--- src/rtl/bus_pkg.sv ---
// Shared types and frame constants for the serial bit-level bus.
package bus_pkg;

  localparam int ADDR_W = 15;
  localparam int DATA_W = 8;

  localparam logic RW_READ  = 1'b0;
  localparam logic RW_WRITE = 1'b1;

  typedef enum logic [3:0] {
    IDLE,
    REQ,
    ADDR,
    ADDR_ACK,
    WRITE,
    WR_ACK,
    READ,
    DONE,
    ABORT
  } state_t;

endpackage

--- src/rtl/counter.sv ---
// Free-running up-counter with synchronous clear; shared by bit and timeout counting.
module counter #(
  parameter int W = 4
) (
  input  logic         rst,
  input  logic         CLK,
  input  logic         incr,
  output logic [W-1:0] count
);

  // Clear has priority over increment.
  always_ff @(posedge CLK) begin
    if (rst) begin
      count <= '0;
    end else if (incr) begin
      count <= count + 1'b1;
    end
  end

endmodule

--- src/rtl/bus_master_port.sv ---
// Initiator side of the serial bus: request, address frame, data frame, result.
//
// state    | meaning
// ---------+---------------------------------------------------------
// IDLE     | waiting for M_EXECUTE; command latched on acceptance
// REQ      | B_REQUEST high, waiting for B_GRANT (timeout -> ABORT)
// ADDR     | shifting address out LSB first, one bit per cycle
// ADDR_ACK | waiting for slave address acknowledge (timeout -> ABORT)
// WRITE    | shifting write data out LSB first
// WR_ACK   | waiting for B_ACK high then low (timeout -> ABORT)
// READ     | READ_LAT idle cycles, then shifting read data in LSB first
// DONE     | M_DVALID pulse, M_DOUT updated on reads
// ABORT    | M_ERR pulse
module bus_master_port
  import bus_pkg::*;
#(
  parameter int READ_LAT = 1,
  parameter int TIMEOUT  = 15
) (
  input  logic              CLK,
  input  logic              RST,
  input  logic              M_EXECUTE,
  input  logic              M_RW,
  input  logic [ADDR_W-1:0] M_ADDR,
  input  logic [DATA_W-1:0] M_DIN,
  output logic              M_BUSY,
  output logic              M_DVALID,
  output logic [DATA_W-1:0] M_DOUT,
  output logic              M_ERR,
  output logic              B_REQUEST,
  input  logic              B_GRANT,
  output logic              B_UTIL,
  output logic              B_RW,
  output logic              B_BUS_OUT,
  input  logic              B_BUS_IN,
  input  logic              B_ACK,
  input  logic              B_READY,
  input  logic              B_SBSY
);

  localparam int RD_BITS = READ_LAT + DATA_W;
  localparam int BIT_MAX = (ADDR_W > RD_BITS) ? ADDR_W : RD_BITS;
  localparam int BIT_W   = $clog2(BIT_MAX + 1);
  localparam int TMO_W   = $clog2(TIMEOUT + 1);

  localparam logic [BIT_W-1:0] ADDR_LAST = BIT_W'(ADDR_W - 1);
  localparam logic [BIT_W-1:0] DATA_LAST = BIT_W'(DATA_W - 1);
  localparam logic [BIT_W-1:0] RD_FIRST  = BIT_W'(READ_LAT);
  localparam logic [BIT_W-1:0] RD_LAST   = BIT_W'(RD_BITS - 1);
  localparam logic [TMO_W-1:0] TMO_LAST  = TMO_W'(TIMEOUT - 1);

  state_t              state;
  logic [ADDR_W-1:0]   addr_sh;
  logic [DATA_W-1:0]   data_sh;
  logic                ack_seen;
  logic [1:0]          slave_status_unused;

  logic                bit_incr;
  logic                bit_clr;
  logic [BIT_W-1:0]    bit_cnt;
  logic                tmo_incr;
  logic                tmo_clr;
  logic [TMO_W-1:0]    tmo_cnt;
  logic                tmo_done;

  // Both counters sit at zero outside their states, so every entry restarts them.
  assign bit_incr = (state == ADDR) || (state == WRITE) || (state == READ);
  assign bit_clr  = RST || !bit_incr;
  assign tmo_incr = (state == REQ) || (state == ADDR_ACK) || (state == WR_ACK);
  assign tmo_clr  = RST || !tmo_incr;
  assign tmo_done = (tmo_cnt >= TMO_LAST);

  counter #(.W(BIT_W)) u_bit_cnt (
    .rst   (bit_clr),
    .CLK   (CLK),
    .incr  (bit_incr),
    .count (bit_cnt)
  );

  counter #(.W(TMO_W)) u_tmo_cnt (
    .rst   (tmo_clr),
    .CLK   (CLK),
    .incr  (tmo_incr),
    .count (tmo_cnt)
  );

  // Slave ready/busy are informational only; kept as a status snapshot.
  always_ff @(posedge CLK) begin
    if (RST) slave_status_unused <= '0;
    else     slave_status_unused <= {B_READY, B_SBSY};
  end

  // Transaction sequencer; all bus and local outputs registered here.
  always_ff @(posedge CLK) begin
    if (RST) begin
      state     <= IDLE;
      M_BUSY    <= 1'b0;
      M_DVALID  <= 1'b0;
      M_DOUT    <= '0;
      M_ERR     <= 1'b0;
      B_REQUEST <= 1'b0;
      B_UTIL    <= 1'b0;
      B_RW      <= 1'b0;
      B_BUS_OUT <= 1'b0;
      addr_sh   <= '0;
      data_sh   <= '0;
      ack_seen  <= 1'b0;
    end else begin
      M_DVALID <= 1'b0;
      M_ERR    <= 1'b0;
      case (state)
        IDLE: begin
          if (M_EXECUTE) begin
            addr_sh   <= M_ADDR;
            data_sh   <= M_DIN;
            B_RW      <= M_RW;
            M_BUSY    <= 1'b1;
            B_REQUEST <= 1'b1;
            state     <= REQ;
          end
        end
        REQ: begin
          if (B_GRANT) begin
            B_UTIL    <= 1'b1;
            B_BUS_OUT <= addr_sh[0];
            addr_sh   <= addr_sh >> 1;
            state     <= ADDR;
          end else if (tmo_done) begin
            M_ERR <= 1'b1;
            state <= ABORT;
          end
        end
        ADDR: begin
          if (bit_cnt == ADDR_LAST) begin
            B_BUS_OUT <= 1'b0;
            state     <= ADDR_ACK;
          end else begin
            B_BUS_OUT <= addr_sh[0];
            addr_sh   <= addr_sh >> 1;
          end
        end
        ADDR_ACK: begin
          if (B_ACK) begin
            if (B_RW == RW_WRITE) begin
              B_BUS_OUT <= data_sh[0];
              data_sh   <= data_sh >> 1;
              state     <= WRITE;
            end else begin
              state <= READ;
            end
          end else if (tmo_done) begin
            B_UTIL <= 1'b0;
            M_ERR  <= 1'b1;
            state  <= ABORT;
          end
        end
        WRITE: begin
          if (bit_cnt == DATA_LAST) begin
            B_BUS_OUT <= 1'b0;
            ack_seen  <= 1'b0;
            state     <= WR_ACK;
          end else begin
            B_BUS_OUT <= data_sh[0];
            data_sh   <= data_sh >> 1;
          end
        end
        WR_ACK: begin
          if (ack_seen && !B_ACK) begin
            B_UTIL   <= 1'b0;
            M_DVALID <= 1'b1;
            state    <= DONE;
          end else if (!ack_seen && B_ACK) begin
            ack_seen <= 1'b1;
          end else if (tmo_done) begin
            B_UTIL <= 1'b0;
            M_ERR  <= 1'b1;
            state  <= ABORT;
          end
        end
        READ: begin
          if (bit_cnt >= RD_FIRST) begin
            data_sh <= {B_BUS_IN, data_sh[DATA_W-1:1]};
          end
          if (bit_cnt == RD_LAST) begin
            M_DOUT   <= {B_BUS_IN, data_sh[DATA_W-1:1]};
            B_UTIL   <= 1'b0;
            M_DVALID <= 1'b1;
            state    <= DONE;
          end
        end
        DONE, ABORT: begin
          M_BUSY    <= 1'b0;
          B_REQUEST <= 1'b0;
          B_RW      <= 1'b0;
          state     <= IDLE;
        end
        default: state <= IDLE;
      endcase
    end
  end

endmodule

--- config.mk ---
export PLATFORM = sky130hd
export DESIGN_NAME = bus_master_port
export DESIGN_NICKNAME = d
export VERILOG_FILES = /design/src/rtl/bus_pkg.sv /design/src/rtl/counter.sv /design/src/rtl/bus_master_port.sv
export SDC_FILE = /design/constraint.sdc
export NUM_CORES = 1
export LEC_CHECK = 0
export BUFFER_PORTS_ARGS = -buffer_cell sky130_fd_sc_hd__buf_2
export CAP_MARGIN = 20
export CORE_MARGIN = 3
export CORE_UTILIZATION = 60
export DETAILED_ROUTE_END_ITERATION = 8
export PLACE_DENSITY = 0.88
export SYNTH_ARGS = -nofsm -noshare
export SYNTH_HDL_FRONTEND = slang
export SYNTH_SLANG_ARGS = --single-unit
--- constraint.sdc ---
create_clock -name CLK -period 5.4 [get_ports CLK]
set_clock_uncertainty 0.05 [all_clocks]
set_input_delay 1.08 -clock CLK [delete_from_list [all_inputs] [get_ports CLK]]
set_output_delay 1.08 -clock CLK [all_outputs]
set_load 0.02 [all_outputs]
==> results of run 1 <==
cells by family after synthesis:
kind of cell | synth area share
compound gates | 0.262
simple gates | 0.148
buf+inv | 0.0609
flops | 0.364
fa+ha+maj | 0.0318
xor+xnor | 0.0159
mux | 0.117
routing by layer:
metal  vias up  wire, um  track usage  part of all wire
li1       1144         -            -                 -
met1      1066      2710        0.311              0.46
met2        92      2710        0.345              0.46
met3        11       418       0.0547             0.070
met4         0       102       0.0905             0.017
met5         -         0            0                 0
worst max-delay path, cell delays in order (launching register included):
cell      delay, ns
dfxtp_1        0.87
inv_1          0.33
o211ai_2       0.67
and2_1         0.54
a211oi_1       0.15
synth_stat cells (all sizes together) (3+ instances only):
cell and n:
dfxtp 50, clkbuf 9, o211ai 5, nand2 5, buf 13, xor2 3
nand3 7, inv 10, ha 7, a211oi 23, a21o 4, and3 3
nor2 25, nand2b 11, a21oi 25, mux2i 31, a31oi 11
area by class of cell:
class                      instances  share of cell area
multi-input combinational        208               0.529
sequential                        50               0.334
timing repair buffer              44              0.0735
clock buffer                       5              0.0230
tap                               50              0.0209
inverter                          10              0.0125
clock inverter                     3             0.00710
stage by stage:
stage | total power, uW | utilization
CTS | 1090 | 0.713
global route | 1150 | 0.713
finish | 1080 | 0.713
detailed placement | 865 | 0.691
floorplan | 819 | -
global placement | 856 | 0.691
power by group through the flow:
stage / clock network [uW] / logic (uW) / registers [uW]
floorplan: 0 / 339 / 480
global placement: 0 / 355 / 500
detailed placement: 0 / 363 / 502
CTS: 230 / 365 / 494
global route: 238 / 407 / 505
finish: 222 / 367 / 496
flip-flops by register name (all words and copies together), names as in the netlist, 4 cells and up:
name and count:
addr_sh 15, u_bit_cnt.count 4, state 4, M_DOUT 8, u_tmo_cnt.count 4, data_sh 8
worst max-delay path by stage:
| stage | start | to | slack [ns] |
|---|---|---|---|
| after floorplan | B_ACK | data_sh[7] | 3.04 |
| after global placement | B_GRANT | addr_sh[3] | 2.61 |
| after detailed placement | B_GRANT | addr_sh[13] | 2.61 |
| after CTS | state[1] | addr_sh[5] | 2.73 |
| after global routing | state[1] | addr_sh[5] | 2.45 |
| final | state[1] | addr_sh[6] | 2.63 |
==> flow_summary.yaml, run 1 <==
outcome:
  outcome: "completed"
power:
  pwr-share-comb: 0.338
  p_leak_uw: 0.00127
  power.density_nw_per_um2: 362
  peakVddDrop_mv: 0.246
  p_clk_frac: 0.205
  cell_internal_pwr_uw: 687
  power_switching_uw: 397
  p_seq_frac: 0.457
  switching_share: 0.367
logic_synthesis:
  syn_inst: 290
  yosys_warnings: 0
  ys_async_sr_fraction: 0
  synth_seq_cells: 50
  synth_cell_types: 64
  synth.avg_cell_area_um2: 9.49
  post-synth-top-area-cell: "dfxtp_1"
  synth.yosys.seq_area_share: 0.364
  synth_area_um2: 2750
  synth_edf_count: 0
  syn-num-nets: 329
  ys.flop_type: "dfxtp_1"
  synth_top_area_share: 0.364
  synth.area.top_cells: "dfxtp_1 (36%), mux2i_1 (11%), a21oi_1 (4.4%)"
routing:
  num_vias: 2313
  wl_um: 5940
  drc_errors: 0
  dr.pass1.iters: 4
  drt_iter0_markers: 408
  vias_per_cell: 6.25
  drtAntennaViolNets: 0
  wl_per_cell_um: 16.1
worst_setup_path:
  cp_max_fo: 22
  timing.rr.start: "state[1]"
  r2r_setup_slack_ns: 2.63
  crit_path_end_kind: "flip-flop"
  critPathKind: "flip-flop to flip-flop"
  required_ns: 5.51
  worst_r2r_path_depth: 4
  crit_arrival_ns: 2.88
  r2r-end: "addr_sh[6]"
  cp-start-kind: "flip-flop"
placement:
  dpl.hpwl_um: 3980
  placed_area_um2: 2900
  io_buffers: 44
  pre_cts_slack_ns: 2.61
  dpl.cell_count: 362
  gp_routability_congestion: 0.871
sta:
  setup_viol: 0
  hold_viol_final: 0
  slew-limit-headroom: 0.395
  fmax_ghz: 0.361
  fin_setup_tns_ns: 0
  timing.final.crit_share: 0.513
  setup_ws_ns: 2.63
  hold_slack_ns: 0.408
  period_needed_ns: 2.77
  slew_viol_final: 0
  rsz0062_at_grt: "no"
  max_slew.worst_pin.slew_ns: 0.906
floorplanning:
  dieArea_um2: 5430
  die_h_um: 73.7
  num_rows: 23
  core_um2: 4200
  floorplan.initialDensity: 0.655
  die_w_um: 73.7
  ioPinCount: 47
cts:
  numClockSinks: 50
  postCtsHoldBufs: 0
  cts_tree: "yes"
  clk_pin_slew_worst_paths_ns: 0.09
  clock_latency_ns: 0.31
  cts_max_level: 2
  post_cts_buffers: 0
  cts_made_buffers: 5
  cts_root_buf: "clkbuf_8"
  ctsResizeCount: 0
  clockBufferDepth: 2
final_layout:
  final_common_cell: "dfxtp_1"
  n_antenna_cell: 0
  regArea_um2: 1000
  final_cell_count_no_fill: 370
  multi_input_area_um2: 1580
  stdcell_area_um2: 2990
  fill_cells: 316
  drive_gt1_frac: 0.228
  area_growth_pct: 8.82
  layout.nets: 358
  final_cell_mix: "dfxtp_1 (50), buf_2 (44), mux2i_1 (31)"
grt:
  antenna_found_initial: 0
  grt_pass1_wl_um: 9800
  grt_util_all_layers: 0.228
  grt_max_degree: 42
  overflow: 0
  grt_pass1_vias: 2123
job:
  maxCapViolCount: 0
min_path:
  min_to: "B_REQUEST"
  min_from: "B_REQUEST"
  hp-class: "flip-flop to flip-flop"
  worstHoldPathCells: 2
Power figures use the tool's default switching activity.
==> run 2: changes to the inputs <==
Settings changed: CORE_UTILIZATION 60 to 51, PLACE_DENSITY 0.88 to 0.8.
Clock period 5.4 ns to 2.3 ns, I/O delays scaled along.
==> run 2 against run 1 <==
Effect of this change:
- cell count is 8.9% higher
- register-to-register slack worse by 2.4 ns
- core utilization is 10 points lower
- critical path depth stayed put
- die area is 16% higher
- sequential power is 130% higher
- first-iteration DRC count is 53% lower
- sequential share of layout area is 1.6 points lower
- routed wire length is 1.2% higher
- design area is 5.2% higher
- fmax is 36% higher
- worst setup slack worse by 2.4 ns
- largest cell class unchanged
- largest power group unchanged
==> flow_summary.yaml, run 2 (synthesis gave the netlist of run 1 again) <==
outcome:
  outcome: "completed"
cts:
  clock_latency_ns: 0.30
  clk_pin_slew_worst_paths_ns: 0.10
  clockBufferDepth: 2
  postCtsHoldBufs: 0
  numClockSinks: 50
  cts_made_buffers: 5
  cts_tree: "yes"
  cts_max_level: 2
  cts_root_buf: "clkbuf_8"
final_layout:
  largest-register: "addr_sh"
  n_antenna_cell: 0
  final_common_cell: "dfxtp_1"
  drive_gt1_frac: 0.258
  final_cell_mix: "dfxtp_1 (49), buf_2 (44), mux2i_1 (31)"
  utilization: 0.609
  top_regs: "addr_sh: 15 flops, M_DOUT: 8 flops, data_sh: 8 flops"
  layout.nets: 371
  largest_reg_flops: 15
  area_growth_pct: 14.5
routing:
  vias_per_cell: 5.86
  drt_iter0_markers: 192
  dr.pass1.iters: 4
  num_vias: 2361
  wl_per_cell_um: 14.9
  wl_um: 6020
  drtAntennaViolNets: 0
  drc_errors: 0
power:
  switching_share: 0.344
  cell_internal_pwr_uw: 1780
  peakVddDrop_mv: 0.569
  pwr-share-comb: 0.350
  p_clk_frac: 0.227
  power.density_nw_per_um2: 860
  power_switching_uw: 933
  p_seq_frac: 0.423
  p_leak_uw: 0.00135
placement:
  io_buffers: 44
  dpl.hpwl_um: 4290
  gp_routability_congestion: 0.903
sta:
  fin_setup_tns_ns: 0
  fmax_ghz: 0.490
  max_slew.worst_pin.slew_ns: 0.619
  slew-limit-headroom: 0.577
  hold_viol_final: 0
  period_needed_ns: 2.04
  slew_viol_final: 0
  timing.final.crit_share: 0.888
  rsz0062_at_grt: "no"
  setup_viol: 0
worst_setup_path:
  path_delay_family: "simple AND/OR/NAND/NOR gates"
  slowest_stage: "dfxtp_1"
  slowest_delay_ns: 0.64
  cp_max_fo: 11
  cp-start-kind: "flip-flop"
  crit_path_end_kind: "flip-flop"
  crit_buf_inv: 0
  worst_r2r_path_depth: 4
  required_ns: 2.41
  cp_num_cells: 4
  path_cells: "nor2_2, a22oi_2, and3_1, a311oi_2"
  critPathKind: "flip-flop to flip-flop"
  crit_arrival_ns: 2.15
grt:
  grt_pass1_vias: 2300
  grt_pass1_wl_um: 10500
  antenna_found_initial: 0
  grt_util_all_layers: 0.202
  grt_max_degree: 23
  overflow: 0
floorplanning:
  die_h_um: 79.5
  ioPinCount: 47
  dieArea_um2: 6310
  core_um2: 5170
  die_w_um: 79.5
  floorplan.initialDensity: 0.532
  num_rows: 26
min_path:
  worstHoldPathCells: 3
  hp-class: "primary input to flip-flop"
job:
  maxCapViolCount: 0
-- run 2: cell count changes in the layout (fill, tap and decap cells not counted), sizes merged --
cell	before	now
buf	44	57
clkinv	2	0
bufinv	0	1
clkbuf	5	6
-- run 2: routing by layer --
metal  vias up  GRT usage  part of all wire  wire (um)
li1       1169          -                 -          -
met1      1125      0.264              0.45       2710
met2        58      0.338              0.49       2920
met3         9     0.0384             0.050        303
met4         0     0.0550             0.013         77
met5         -          0                 0          0
-- run 2: repair_timing --
action,in CTS,in global routing
setup buffers,0,0
resized for setup,0,1
hold endpoints to repair,0,0
endpoints found under the setup margin,0,1
-- run 2: power groups by stage --
stage	Combinational [uW]	Clock, uW	Sequential [uW]
3_5_place_dp	946	0	1170
3_3_place_gp	920	0	1160
5_1_grt	1040	664	1170
6_report	949	614	1150
2_1_floorplan	795	0	1130
4_1_cts	948	623	1150
-- run 2: layout make-up --
class	instances	area (um^2)
repair buffers	57	330
well taps	70	87.6
multi-input cells	208	1580
flip-flops and latches	50	1000
inverters	10	37.5
fillers	445	2020
clock buffers	6	72.6
clock inverters	2	37.5
-- run 2: path summary, 6_finish.rpt --
| kind | startpoint | to | slack (ns) |
|---|---|---|---|
| setup / recovery | state[0] | data_sh[7] | 0.26 |
| setup reg to reg | state[0] | data_sh[7] | 0.26 |
| hold / removal | M_RW | B_RW | 0.35 |
| hold reg to reg | B_REQUEST | B_REQUEST | 0.41 |
-- run 2: per-stage QoR --
step / cells / hold slack, ns / cell area (um^2) / total power (uW) / worst slack (ns)
2_1_floorplan: 290 / 0.380 / 2750 / 1920 / 0.491
3_3_place_gp: 395 / 0.392 / 3040 / 2080 / 0.242
3_5_place_dp: 395 / 0.403 / 3040 / 2110 / 0.161
4_1_cts: 403 / 0.348 / 3150 / 2720 / 0.141
5_1_grt: 403 / 0.369 / 3150 / 2880 / 0.160
6_report: 403 / 0.351 / 3150 / 2710 / 0.258
-- run 2: tightest hold or removal path, cell delays in order --
cell and delay (ns):
buf_2 0.07, mux2i_1 0.05, nor2_1 0.07
==> run 3: changes to the inputs <==
Settings changed: CELL_PAD_IN_SITES_DETAIL_PLACEMENT from default to 2, CELL_PAD_IN_SITES_GLOBAL_PLACEMENT from default to 2, CORE_UTILIZATION 51 to 31, PLACE_DENSITY 0.8 to 0.79.
==> run 3 against run 2 <==
Effect of this change:
- clock power increased by 4.4%
- count of clock-buffer cells in the layout unchanged
- fmax fell by 3.2%
- core utilization is 23 points lower
- worst setup slack lost 0.067 ns
- non-clock buffer count rose by 3
- sequential share of layout area is 0.66 points lower
- routed wire length rose by 36%
- critical path type unchanged
- largest power group unchanged
==> flow_summary.yaml, run 3 (synthesis gave the netlist of run 1 again) <==
cts:
  post_cts_buffers: 0
  cts_tree: "yes"
  clk_pin_slew_worst_paths_ns: 0.10
  postCtsHoldBufs: 0
  numClockSinks: 50
  clockBufferDepth: 2
  cts_max_level: 2
  ctsResizeCount: 0
  clock_latency_ns: 0.31
  cts_root_buf: "clkbuf_8"
  cts_made_buffers: 5
floorplanning:
  core_um2: 8420
  floorplan.initialDensity: 0.327
  ioPinCount: 47
  die_w_um: 100
  num_rows: 33
  die_h_um: 100
  dieArea_um2: 10000
power:
  power.density_nw_per_um2: 877
  p_clk_frac: 0.227
  pwr-share-comb: 0.362
  power_switching_uw: 1020
  switching_share: 0.363
  p_seq_frac: 0.411
  cell_internal_pwr_uw: 1800
  peakVddDrop_mv: 0.317
  p_leak_uw: 0.00136
worst_setup_path:
  path_cells: "inv_1, o211ai_2, and2_1, a211oi_1"
  cp-start-kind: "flip-flop"
  cp_max_fo: 15
  crit_buf_inv: 1
  crit_arrival_ns: 2.22
  crit_path_end_kind: "flip-flop"
  path_delay_family: "flip-flops"
  critPathKind: "flip-flop to flip-flop"
  required_ns: 2.41
  slowest_delay_ns: 0.74
  slowest_stage: "dfxtp_1"
final_layout:
  area_growth_pct: 16.9
  stdcell_area_um2: 3220
  final_cell_mix: "dfxtp_1 (49), buf_2 (44), mux2i_1 (31)"
  top_regs: "addr_sh: 15 flops, M_DOUT: 8 flops, data_sh: 8 flops"
  largest_reg_flops: 15
  largest-register: "addr_sh"
  drive_gt1_frac: 0.265
  n_antenna_cell: 0
  final_cell_count_no_fill: 441
  final_common_cell: "dfxtp_1"
  layout.nets: 374
placement:
  gp_routability_congestion: 0.771
  pre_cts_slack_ns: 0.113
  io_buffers: 44
  dpl.cell_count: 433
  dpl.hpwl_um: 5790
  placed_area_um2: 3110
job:
  maxCapViolCount: 0
sta:
  fmax_ghz: 0.474
  timing.final.crit_share: 0.917
  setup_viol: 0
  slew-limit-headroom: 0.543
  fin_setup_tns_ns: 0
  setup_ws_ns: 0.191
  slew_viol_final: 0
  hold_viol_final: 0
  max_slew.worst_pin.slew_ns: 0.668
  period_needed_ns: 2.11
  rsz0062_at_grt: "no"
routing:
  drtAntennaViolNets: 0
  vias_per_cell: 5.47
  dr.pass1.iters: 4
  drc_errors: 0
  wl_um: 8210
  num_vias: 2411
  wl_per_cell_um: 18.6
  drt_iter0_markers: 95
min_path:
  hp-class: "primary input to flip-flop"
outcome:
  outcome: "completed"
grt:
  grt_max_degree: 41
  overflow: 0
  grt_util_all_layers: 0.170
  grt_pass1_wl_um: 13700
  grt_pass1_vias: 2636
  antenna_found_initial: 0
-- run 3: final cells by class --
class                      instances  area [um^2]
sequential                        50         1000
tap                              105          131
clock inverter                     2         37.5
timing repair buffer              60          353
clock buffer                       6         72.6
fill                             960         5210
multi-input combinational        208         1580
inverter                          10         37.5
-- run 3: worst register-to-register path: stages, from the launching register on --
cell and delay, ns:
dfxtp_1 0.74, inv_1 0.32, o211ai_2 0.14, and2_1 0.54, a211oi_1 0.17
-- run 3: per-layer routing --
metal  global-route usage  vias up  wire length [um]
met5                    0        -                 0
met4               0.0394        0                59
met3               0.0341        5               288
met2                0.302       31              4170
met1                0.209     1205              3690
li1                     -     1170                 -
-- run 3: through the flow --
step | power, uW | hold slack [ns] | util
after CTS | 2860 | 0.323 | 0.382
after global routing | 3010 | 0.354 | 0.382
after floorplan | 1920 | 0.380 | -
after global placement | 2140 | 0.396 | 0.369
final | 2820 | 0.329 | 0.382
after detailed placement | 2200 | 0.413 | 0.369
-- run 3: worst paths after layout --
kind	startpoint	endpoint	slack [ns]	cells past startpoint
max	state[0]	addr_sh[6]	0.19	4
min	M_RW	B_RW	0.33	3
max reg2reg	state[0]	addr_sh[6]	0.19	4
min reg2reg	B_REQUEST	B_REQUEST	0.42	2
-- run 3: power groups by stage --
stage / registers (uW) / clock network [uW] / logic, uW
final: 1160 / 641 / 1020
after global routing: 1190 / 702 / 1120
after CTS: 1160 / 666 / 1030
after detailed placement: 1180 / 0 / 1020
after global placement: 1170 / 0 / 976
after floorplan: 1130 / 0 / 795
